<file path="src/rtl/load_store_unit_pkg.sv">
// Shared types for the load/store unit: FSM states, access-size classes and
// the alignment rule used at request accept.
package load_store_unit_pkg;

  typedef enum logic [2:0] {
    IDLE,
    READ,
    CAPT,
    WRITE,
    RESP
  } lsu_state_e;

  typedef enum logic [1:0] {
    SZ_WORD = 2'b00,
    SZ_HALF = 2'b01,
    SZ_BYTE = 2'b10
  } lsu_size_e;

  // Both 2'b10 and 2'b11 on the request bus mean byte.
  function automatic lsu_size_e decode_size(input logic [1:0] size);
    if (size[1])      return SZ_BYTE;
    else if (size[0]) return SZ_HALF;
    else              return SZ_WORD;
  endfunction

  function automatic logic is_misaligned(input logic [1:0] size, input logic [1:0] lane);
    case (decode_size(size))
      SZ_WORD: return lane != 2'b00;
      SZ_HALF: return lane[0];
      default: return 1'b0;
    endcase
  endfunction

endpackage

</file>
<file path="src/rtl/load_store_unit_lane_align.sv">
// Combinational lane logic shared by loads (extract + extend) and sub-word
// stores (merge new lane into the word read from memory). Little-endian.
module lane_align
  import load_store_unit_pkg::*;
#(
  parameter int DW = 32
) (
  input  lsu_size_e     size,
  input  logic [1:0]    addr,
  input  logic          uns,
  input  logic [DW-1:0] word,
  input  logic [DW-1:0] wdata,
  output logic [DW-1:0] rdata,
  output logic [DW-1:0] merged
);

  logic [7:0]  byte_lane;
  logic [15:0] half_lane;
  logic [4:0]  byte_off;
  logic [4:0]  half_off;

  assign byte_off  = {addr, 3'b000};
  assign half_off  = {addr[1], 4'b0000};
  assign byte_lane = word[byte_off +: 8];
  assign half_lane = word[half_off +: 16];

  always_comb begin
    rdata  = '0;
    merged = word;
    case (size)
      SZ_WORD: begin
        rdata  = word;
        merged = wdata;
      end
      SZ_HALF: begin
        rdata                 = {{(DW-16){~uns & half_lane[15]}}, half_lane};
        merged[half_off +: 16] = wdata[15:0];
      end
      default: begin
        rdata                 = {{(DW-8){~uns & byte_lane[7]}}, byte_lane};
        merged[byte_off +: 8] = wdata[7:0];
      end
    endcase
  end

endmodule

</file>
<file path="src/rtl/load_store_unit.sv">
// Requester-side master for the word-only data memory: byte/half/word loads
// and stores, sub-word stores done as read-modify-write.
module load_store_unit
  import load_store_unit_pkg::*;
#(
  parameter int AW = 8,
  parameter int DW = 32
) (
  input  logic          clk,
  input  logic          rst,
  input  logic          req_valid,
  output logic          req_ready,
  input  logic          req_we,
  input  logic [1:0]    req_size,
  input  logic          req_unsigned,
  input  logic [AW-1:0] req_addr,
  input  logic [DW-1:0] req_wdata,
  output logic          resp_valid,
  output logic          resp_err,
  output logic [DW-1:0] resp_rdata,
  output logic          mem_we,
  output logic [AW-3:0] mem_addr,
  output logic [DW-1:0] mem_wdata,
  input  logic [DW-1:0] mem_rdata
);

  lsu_state_e    state;
  lsu_size_e     lat_size;
  logic          lat_we;
  logic          lat_uns;
  logic [1:0]    lat_lane;
  logic [DW-1:0] lat_wdata;

  logic [DW-1:0] align_rdata;
  logic [DW-1:0] align_merged;

  assign req_ready = (state == IDLE);

  lane_align #(.DW(DW)) u_lane_align (
    .size   (lat_size),
    .addr   (lat_lane),
    .uns    (lat_uns),
    .word   (mem_rdata),
    .wdata  (lat_wdata),
    .rdata  (align_rdata),
    .merged (align_merged)
  );

  // Word stores skip the read phase and drive the write straight from the
  // accepted request; every other access goes through READ/CAPT first.
  always_ff @(posedge clk or posedge rst) begin
    if (rst) begin
      state      <= IDLE;
      lat_size   <= SZ_WORD;
      lat_we     <= 1'b0;
      lat_uns    <= 1'b0;
      lat_lane   <= '0;
      lat_wdata  <= '0;
      resp_valid <= 1'b0;
      resp_err   <= 1'b0;
      resp_rdata <= '0;
      mem_we     <= 1'b0;
      mem_addr   <= '0;
      mem_wdata  <= '0;
    end else begin
      resp_valid <= 1'b0;
      resp_err   <= 1'b0;
      mem_we     <= 1'b0;
      case (state)
        IDLE: begin
          if (req_valid) begin
            lat_size  <= decode_size(req_size);
            lat_we    <= req_we;
            lat_uns   <= req_unsigned;
            lat_lane  <= req_addr[1:0];
            lat_wdata <= req_wdata;
            if (is_misaligned(req_size, req_addr[1:0])) begin
              state      <= RESP;
              resp_valid <= 1'b1;
              resp_err   <= 1'b1;
              resp_rdata <= '0;
            end else if (req_we && decode_size(req_size) == SZ_WORD) begin
              state     <= WRITE;
              mem_we    <= 1'b1;
              mem_addr  <= req_addr[AW-1:2];
              mem_wdata <= req_wdata;
            end else begin
              state    <= READ;
              mem_addr <= req_addr[AW-1:2];
            end
          end
        end
        READ: state <= CAPT;
        CAPT: begin
          if (lat_we) begin
            state     <= WRITE;
            mem_we    <= 1'b1;
            mem_wdata <= align_merged;
          end else begin
            state      <= RESP;
            resp_valid <= 1'b1;
            resp_rdata <= align_rdata;
          end
        end
        WRITE: begin
          state      <= RESP;
          resp_valid <= 1'b1;
          resp_rdata <= '0;
        end
        RESP:    state <= IDLE;
        default: state <= IDLE;
      endcase
    end
  end

endmodule

</file>
<file path="config.mk">
export PLATFORM = sky130hd
export DESIGN_NAME = load_store_unit
export DESIGN_NICKNAME = d
export VERILOG_FILES = /design/src/rtl/load_store_unit_pkg.sv /design/src/rtl/load_store_unit_lane_align.sv /design/src/rtl/load_store_unit.sv
export SDC_FILE = /design/constraint.sdc
export NUM_CORES = 1
export LEC_CHECK = 0
export ABC_AREA = 1
export BUFFER_PORTS_ARGS = -buffer_cell sky130_fd_sc_hd__buf_2
export CAP_MARGIN = 20
export CORE_UTILIZATION = 27
export DETAILED_ROUTE_END_ITERATION = 7
export PLACE_DENSITY = 0.42
export SLEW_MARGIN = 20
export SYNTH_ARGS = -nofsm -noshare
export SYNTH_HDL_FRONTEND = slang
export SYNTH_SLANG_ARGS = --single-unit
</file>
<file path="constraint.sdc">
create_clock -name clk -period 5.4 [get_ports clk]
set_input_delay 0 -clock clk [delete_from_list [all_inputs] [get_ports clk]]
set_output_delay 0 -clock clk [all_outputs]
set_load 0.05 [all_outputs]
</file>
# Word-level counts from Yosys, hierarchy flattened
# Index checks and enable logic that the tools add are counted.
[classes]
n_addsub = 2
eq_ne = 11
shifts = 6
n_mux = 38
bitwise = 4
reduce_logical = 12
[op_table]
columns = ["operator", "n"]
rows = [
  ["32-bit 2-to-1 mux", 7],
  ["32-bit one-hot mux with 2 select lines", 3],
  ["32-bit one-hot mux with 3 select lines", 1],
  ["32-bit bitwise mux", 2],
  ["16-bit by 7-bit variable shift with 32-bit output (first input constant)", 1],
  ["8-bit by 7-bit variable shift with 32-bit output (first input constant)", 1],
  ["16-bit by 7-bit variable part select with 32-bit output", 1],
  ["32-bit by 6-bit variable part select with 16-bit output", 1],
  ["32-bit by 6-bit variable part select with 8-bit output", 1],
  ["8-bit by 7-bit variable part select with 32-bit output", 1],
  ["2-bit 2-to-1 mux", 7],
  ["5-bit negation with 7-bit output", 2],
  ["3-bit one-hot mux with 4 select lines", 1],
  ["1-bit 2-to-1 mux", 11],
  ["3-bit 2-to-1 mux", 3],
  ["2-bit inequality test (second input constant)", 4],
  ["3-bit by 2-bit == test with 1-bit output (second input constant)", 2],
  ["2-bit zero test", 3],
  ["5-bit AND reduction", 1],
  ["2-bit by 1-bit == test with 1-bit output (second input constant)", 2],
  ["2-bit by 1-bit inequality test with 1-bit output (second input constant)", 2],
  ["1-bit one-hot mux with 2 select lines", 2],
  ["4-bit AND reduction", 1],
  ["2-bit nonzero test", 2],
  ["other kinds (9)", 11],
]
[totals]
reg_bits = 114
out_inout_bits = 74
wordCells = 85

# Longest topological paths before layout
# Gate-level depths: netlist of the first run.
[logic_depth]
depth_word = 17
depth_mapped = 11

# By module
# From an unflattened synthesis of the first run, not the netlist that was laid out.
[hier_totals]
hier_cells = 1064
hier_area_um2 = 7003.0
[by_module_without_submodules]
columns = ["module", "instances", "cells_per_inst", "area_per_inst_um2"]
rows = [
  ["load_store_unit", 1, 603, 5043.6],
  ["lane_align", 1, 461, 1959.4],
]

# Worst setup path after synthesis of the first run
# OpenSTA, ideal clock, no wires.
[synth_timing]
kind = "register to register"
start = "reg lat_lane[1]"
end = "reg mem_wdata[31]"
setup_time_ns = 0.118
arrival_ns = 1.792
required_time_ns = 5.282
slack_ns = 3.490
path_stages_with_launch = 11
path_buffers = 1
path_cell_list = "dfrtp_1 > inv_2 > clkbuf_1 > ha_1 > clkinv_1 > nand3_1 > o21ai_0 > nand2_1 > nand2_1 > nand2_1 > nand2_1"
[synth_via]
elab_chain_cells = 6
[synth_rtl]
columns = ["item", "line", "text"]
rows = [
  ["start: declaration", "load_store_unit.sv:31", "logic [1:0] lat_lane;"],
  ["start signal: assignment", "load_store_unit.sv:75", "lat_lane <= req_addr[1:0];"],
  ["5-bit negation with 7-bit output (on tied branches)", "load_store_unit_lane_align.sv:37, load_store_unit_lane_align.sv:41", ""],
  ["16-bit by 7-bit variable part select with 32-bit output, or another cell as far along", "load_store_unit_lane_align.sv:37", "merged[half_off +: 16] = wdata[15:0];"],
  ["32-bit bitwise mux (on tied branches)", "load_store_unit_lane_align.sv:37, load_store_unit_lane_align.sv:41", ""],
  ["32-bit one-hot mux with 2 select lines (*)", "load_store_unit_lane_align.sv:30", "case (size)"],
  ["32-bit 2-to-1 mux (*)", "load_store_unit.sv:95", "if (lat_we) begin"],
  ["32-bit one-hot mux with 2 select lines (*)", "load_store_unit.sv:69", "case (state)"],
  ["end signal: assignment", "load_store_unit.sv:86", "mem_wdata <= req_wdata;"],
  ["end signal: assignment", "load_store_unit.sv:98", "mem_wdata <= align_merged;"],
  ["end: declaration", "load_store_unit.sv:23", "output logic [DW-1:0] mem_wdata,"],
]
# Every way passes the cells marked *; elsewhere a longest branch is shown, timed or not. The select of a mux whose other input is x is not followed.
# A chain may end at the register's enable or synchronous reset.

# Worst setup path after layout of the first run
[layout_timing]
start = "reg lat_lane[1]"
end = "reg mem_wdata[26]"
# Same word-level chain as after synthesis.

==> results.md, run 1 <==
| Parameter | Value |
|---|---|
| FFs w/ async S/R, synth | 1.00 |
| Overall global routing resource usage | 0.203 |
| Clock transition at path regs | 60 ps |
| Depth of the worst register-to-register path | 10 |
| Number of violations of the max-capacitance limit | 0 |
| Endpoint of the most critical register-to-register path | mem_wdata[26] |
| Layout-stage area growth over the synthesis result | 28.3% |
| Worst Path Arrival | 3080 ps |
| Share of post-route cells with drive strength above 1 | 0.177 |
| Worst Setup End Kind | register |
| Chip width | 165 microns |
| End point of the critical path | mem_wdata[26] |
| Final design instance area without fill | 0.00919 sq mm |
| Class of the tightest hold or removal check | in2reg |
| Synth unique cells | 31 |
| Launching element type of the critical path | register |
| Most common library cell in the layout ignoring fill and taps | sky130_fd_sc_hd__nand2_1 |
| Setup skew after layout | 11.9 ps |
| Number of setup buffers added after CTS | 0 |
| Via total after detailed routing | 7467 |
| Kind of cell with the highest combined delay on the critical path | buffers and inverters |
| Per-cell via count in the routed design | 4.72 |
| Total count of max-transition violations in the final report | 0 |
| Maximum single-stage delay on the critical path | 450 ps |
| Top-level port count | 153 |
| YS warnings | 0 |
| Sequential area share after synthesis | 0.399 |
| Antenna violations before repair | 0 |
| Number of setup violations in the final report | 0 |
| Post-synthesis instance total | 1071 |
| Chain of cells forming the critical path | buf_4, inv_2, ha_1, clkinv_1, nand3_1, o21ai_0, nand2_1, nand2_1, nand2_1, nand2_1 |
| Root Buffer Master | sky130_fd_sc_hd__clkbuf_16 |
| Data required, critical path | 5710 ps |
| Number of stages on the worst setup path | 10 |
| Launching instance or port of the critical path | lat_lane[1] |
| CP max stage cell | sky130_fd_sc_hd__ha_1 |
| Core outline area | 0.0261 sq mm |
| Port bufs | 152 |
| Number of nets produced by synthesis | 1155 |
| Post-Syn Area | 0.00716 sq mm |
| Wire length after detailed routing | 27.4 mm |
| Last weighted congestion value of the routability-driven placer | 0.819 |
| Area of placed instances | 0.00806 sq mm |
| GRT Residual Overflow | 0 |
| Timing-limited maximum frequency | 362 MHz |
| Ratio of total power to cell area | 658 mW/mm^2 |
| Post-Place Setup Slack | 2630 ps |
| Most frequent cells in the layout | 387 x sky130_fd_sc_hd__nand2_1, 152 x sky130_fd_sc_hd__buf_2, 149 x sky130_fd_sc_hd__nand3_1 |
| Num rows | 59 |
| First-pass GRT wire length | 41.4 mm |
| Most frequent CP cell | sky130_fd_sc_hd__nand2_1 |
| DRC viols | 0 |
| Antenna diodes | 0 |
| Tmin final | 2770 ps |
| Post-layout power | 6.05 mW |
| Slew Limit Headroom | 0.391 |
| Slack of the worst reg-to-reg path | 2630 ps |
| Initial core utilization | 0.275 |
| Total clock buffers created by CTS | 17 |
| Number of hold-slack violations in the final timing report | 0 |
| Leakage Power | 4.80 nW |
| Detail-routed net length per standard cell | 17.3 microns |
| Transition time at the pin with the least slew margin | 913 ps |
| CTS tree | done |
| Highest fanout seen on the critical path | 52 |
| Max VDD drop | 0.327 mV |
| Run status | finished, final reports clean |
| Pin count of the biggest net entering global routing | 63 |
| Average size of a mapped cell | 6.68 sq um |
| Latest clock arrival within the worst-skew pair | 420 ps |
| Router iterations before antenna repair | 5 |
| Number of routed nets with antenna violations | 0 |
| EDFF count, synth | 0 |
| Fillers | 2877 |
| Final #Nets | 1321 |
| Die Outline Area | 0.0272 sq mm |
| Final worst slack | 2630 ps |
| Setup CP Type | reg2reg |
| Die H | 165 microns |
| Number of sinks handled by clock tree synthesis | 114 |
| Post-DP HPWL | 19.1 mm |
| CTS H-tree lvls | 4 |
| Number of buffers on the longest clock path | 2 |
| Final Util | 0.352 |
| Synthesis-stage register bit count | 114 |
| Final sum of negative setup slack | 0 ps |
| Via count of the first global-routing pass | 6962 |
| Number of buffer and inverter stages on the critical path | 3 |
| Primary FF master, synth | sky130_fd_sc_hd__dfrtp_1 |
| Reg-to-reg critical path startpoint | lat_lane[1] |
| Period utilisation layout | 0.512 |
| Number of design-rule violations left by the first detailed-router iteration | 690 |
| Setup repair after global routing missed its margin | no |
## logic make-up after synthesis
group                    count (synthesis)  share of synthesized area
buffers and inverters                  137                     0.0881
adder cells (fa/ha/maj)                  5                    0.00874
AND/OR/NAND/NOR                        652                      0.387
AO/OA/AOI/OAI                          163                      0.117
flip-flops                             114                      0.399
## how the worst min path moves through the flow
stage	end	from	depth (start not counted)	slack (ps)
2_1_floorplan	lat_wdata[31]	req_wdata[31]	2	120
3_3_place_gp	resp_rdata[30]	rst	2	180
3_5_place_dp	resp_rdata[30]	rst	2	170
4_1_cts	resp_rdata[7]	mem_rdata[7]	5	10
5_1_grt	resp_rdata[7]	mem_rdata[7]	5	40
6_report	resp_rdata[7]	mem_rdata[7]	5	30
## routing by layer
metal	routed length, microns	global-route usage	vias to the layer above
met5	0	0	-
met4	357	0.0534	0
met3	1470	0.0294	18
met2	12100	0.307	231
met1	13500	0.300	3449
li1	-	-	3769
## per-stage QoR
| stage | instances | hold WS (ps) |
|---|---|---|
| after floorplan | 1071 | 117 |
| after global placement | 1505 | 183 |
| after detailed placement | 1505 | 173 |
| after CTS | 1581 | 12.7 |
| after global routing | 1582 | 40.4 |
| final | 1582 | 29.1 |
## worst reg2reg max path: cells and delay by family (launching register included)
| kind | cells | cell delay [ps] |
|---|---|---|
| AO/OA/AOI/OAI | 1 | 140 |
| AND/OR/NAND/NOR | 5 | 610 |
| flip-flops | 1 | 320 |
| adder cells (fa/ha/maj) | 1 | 460 |
| buffers and inverters | 3 | 1120 |
## cell type report
class / count / area, sq um / share of cell area
Multi-Input combinational cell: 820 / 3680 / 0.400
Timing Repair Buffer: 208 / 1310 / 0.143
Inverter: 76 / 290 / 0.0316
Clock inverter: 4 / 120 / 0.0131
Sequential cell: 114 / 2850 / 0.311
Clock buffer: 25 / 515 / 0.0561
Tap cell: 335 / 419 / 0.0456
## sequential cells by signal, indices dropped and copies added (netlist names)
name and count:
resp_err 1, state 3, lat_lane 2, mem_we 1
resp_valid 1, lat_wdata 32, lat_size 2, lat_uns 1
mem_addr 6, lat_we 1, resp_rdata 32, mem_wdata 32
## synth_stat cells, drive strengths merged (5+ instances only)
library cell / number / area, sq um
nand2: 395 / 1520
nand4: 6 / 37.5
nand3: 150 / 756
o21ai: 85 / 425
buf: 44 / 279
o211ai: 6 / 45.0
a21oi: 68 / 340
nor2: 85 / 357
inv: 74 / 280
dfrtp: 114 / 2850
ha: 5 / 62.6
or2: 14 / 87.6
clkbuf: 17 / 63.8
## timing repair
action / in CTS / in global routing
endpoints found under the hold margin: 130 / 0
hold buffers: 47 / 0
resized for setup: 0 / 0
## power by group
part | switching [mW] | internal (mW)
sequential | 0.325 | 1.25
combinational | 2.42 | 0.808
clock | 0.410 | 0.839
total | 3.15 | 2.89
Power figures use the tool's default switching activity.
==> run 2: changes to the inputs <==
--- a/config.mk
+++ b/config.mk
@@ -10,7 +10,7 @@
 export CAP_MARGIN = 20
 export CORE_UTILIZATION = 27
 export DETAILED_ROUTE_END_ITERATION = 7
-export PLACE_DENSITY = 0.42
+export PLACE_DENSITY = 0.44
 export SLEW_MARGIN = 20
 export SYNTH_ARGS = -nofsm -noshare
 export SYNTH_HDL_FRONTEND = slang
==> constraint.sdc (replaced) <==
create_clock -name clk -period 2.4 [get_ports clk]
set_input_delay 0 -clock clk [delete_from_list [all_inputs] [get_ports clk]]
set_output_delay 0 -clock clk [all_outputs]
set_load 0.05 [all_outputs]
==> run 2 against run 1 <==
Effect of this change: global-route usage grew 0.067 points; utilization increased by 0.20 points; sequential share of layout area down 0.18 points; sequential cell count stayed put; clock-buffer cell count shrank 1; routed wire length increased by 0.35%; critical path type unchanged; critical endpoint is now mem_wdata[9]; largest cell class unchanged.
==> results.md, run 2 (synthesis results as in run 1) <==
| Parameter | Value |
|---|---|
| Launching element type of the critical path | register |
| Most frequent cells in the layout | 387 x sky130_fd_sc_hd__nand2_1, 152 x sky130_fd_sc_hd__buf_2, 149 x sky130_fd_sc_hd__nand3_1 |
| Number of gates resized after CTS | 0 |
| Setup skew after layout | 10.1 ps |
| Data required, critical path | 2710 ps |
| Worst Path Arrival | 2250 ps |
| Last weighted congestion value of the routability-driven placer | 0.819 |
| Router iterations before antenna repair | 5 |
| Chip width | 165 microns |
| Highest fanout seen on the critical path | 10 |
| Fillers | 2867 |
| Biggest regs | lat_wdata (32), mem_wdata (32), resp_rdata (32) |
| Detail-routed net length per standard cell | 17.3 microns |
| Number of routed nets with antenna violations | 0 |
| Max VDD drop | 0.625 mV |
| DRC viols | 0 |
| Number of setup buffers added after CTS | 0 |
| Tmin final | 1940 ps |
| Transition time at the pin with the least slew margin | 810 ps |
| # hold bufs at CTS | 47 |
| Top-level port count | 153 |
| Layout Cells excl Fill | 1592 |
| Number of buffers on the longest clock path | 2 |
| Post-DP HPWL | 19.2 mm |
| Share of post-route cells with drive strength above 1 | 0.185 |
| Setup repair after global routing missed its margin | no |
| CTS H-tree lvls | 4 |
| GRT Residual Overflow | 0 |
| Final design instance area without fill | 0.00924 sq mm |
| Wire length after detailed routing | 27.5 mm |
| Run status | finished, final reports clean |
| Class of the tightest hold or removal check | in2reg |
| Antenna violations before repair | 0 |
| Ratio of total power to cell area | 1470 mW/mm^2 |
| Worst hold path depth | 5 |
| Die Outline Area | 0.0272 sq mm |
| Leakage Power | 4.83 nW |
| Pin count of the biggest net entering global routing | 115 |
| CTS tree | done |
| Slew Limit Headroom | 0.459 |
| Total area of multi-input combinational cells | 0.00368 sq mm |
| Initial core utilization | 0.275 |
| Overall global routing resource usage | 0.204 |
| Timing-limited maximum frequency | 516 MHz |
| Period utilisation layout | 0.808 |
| Number of setup violations in the final report | 0 |
| Total count of max-transition violations in the final report | 0 |
| Depth of the worst register-to-register path | 9 |
| Latest clock arrival within the worst-skew pair | 430 ps |
| Number of sinks handled by clock tree synthesis | 114 |
| Num rows | 59 |
| Final sum of negative setup slack | 0 ps |
| Antenna diodes | 0 |
| Area taken by flip-flops and latches | 0.00285 sq mm |
| Die H | 165 microns |
| Final Util | 0.354 |
| First-pass GRT wire length | 41.6 mm |
| Port bufs | 152 |
| Number of hold-slack violations in the final timing report | 0 |
| Most common library cell in the layout ignoring fill and taps | sky130_fd_sc_hd__nand2_1 |
| Total clock buffers created by CTS | 17 |
| Via total after detailed routing | 7601 |
| Clock transition at path regs | 60 ps |
| Setup CP Type | reg2reg |
| Number of design-rule violations left by the first detailed-router iteration | 499 |
| Area of placed instances | 0.00818 sq mm |
| Via count of the first global-routing pass | 7030 |
| Core outline area | 0.0261 sq mm |
| Final #Nets | 1331 |
| Layout-stage area growth over the synthesis result | 29.1% |
| Root Buffer Master | sky130_fd_sc_hd__clkbuf_16 |
| Number of violations of the max-capacitance limit | 0 |
| Per-cell via count in the routed design | 4.77 |
| Worst Setup End Kind | register |
| Number of placed instances with taps included | 1516 |
==> run 2: changes by cell type in the layout (fill, tap and decap cells not counted) <==
cell,change
sky130_fd_sc_hd__bufinv_16,-2
sky130_fd_sc_hd__clkinvlp_4,+1
sky130_fd_sc_hd__clkinv_2,+3
sky130_fd_sc_hd__clkbuf_1,-1
sky130_fd_sc_hd__inv_4,-1
sky130_fd_sc_hd__buf_12,+2
sky130_fd_sc_hd__buf_4,+8
==> run 2: worst max-delay path, stage by stage (launching register included) <==
cell                       delay, ps
sky130_fd_sc_hd__dfrtp_1         380
sky130_fd_sc_hd__inv_1           170
sky130_fd_sc_hd__ha_1            230
sky130_fd_sc_hd__clkinv_1        250
sky130_fd_sc_hd__nand3_1         360
sky130_fd_sc_hd__o21ai_0         160
sky130_fd_sc_hd__nand2_1          80
sky130_fd_sc_hd__nand2_1          70
sky130_fd_sc_hd__nand2_1          70
sky130_fd_sc_hd__nand2_1          40
==> run 2: layout make-up <==
class	instances	area share
clock buffers	24	0.0554
clock inverters	5	0.00813
inverters	76	0.0316
multi-input cells	820	0.398
flip-flops and latches	114	0.309
well taps	335	0.0454
repair buffers	218	0.153
==> run 2: path summary, 6_finish.rpt <==
check                              start  slack, ps             end
max                          lat_lane[0]        460    mem_wdata[9]
min in group asynchronous            rst        330        resp_err
max reg2reg                  lat_lane[0]        460    mem_wdata[9]
min                        mem_rdata[27]         30  resp_rdata[27]
min reg2reg                lat_wdata[31]        480   lat_wdata[31]
max in group asynchronous            rst       1580    lat_wdata[4]
==> run 2: where the power goes <==
part / internal [mW] / total [mW] / switching (mW)
registers: 2.81 / 3.48 / 0.675
logic: 1.94 / 7.49 / 5.54
clock network: 1.67 / 2.60 / 0.932
total: 6.42 / 13.6 / 7.15
==> run 2: routing by layer <==
metal  part of all wire  global-route usage  routed length, microns
met1               0.49               0.305                   13500
met2               0.43               0.293                   11700
met3              0.064              0.0359                    1760
met4              0.018              0.0655                     487
met5                  0                   0                       0
==> run 2: metrics by stage <==
step | total power, mW | hold slack (ps) | worst slack (ps)
floorplan | 8.94 | 117 | 490
global placement | 10.9 | 222 | 535
detailed placement | 10.9 | 230 | 486
CTS | 13.7 | 12.4 | 457
global route | 14.5 | 42.4 | 178
finish | 13.6 | 26.0 | 461
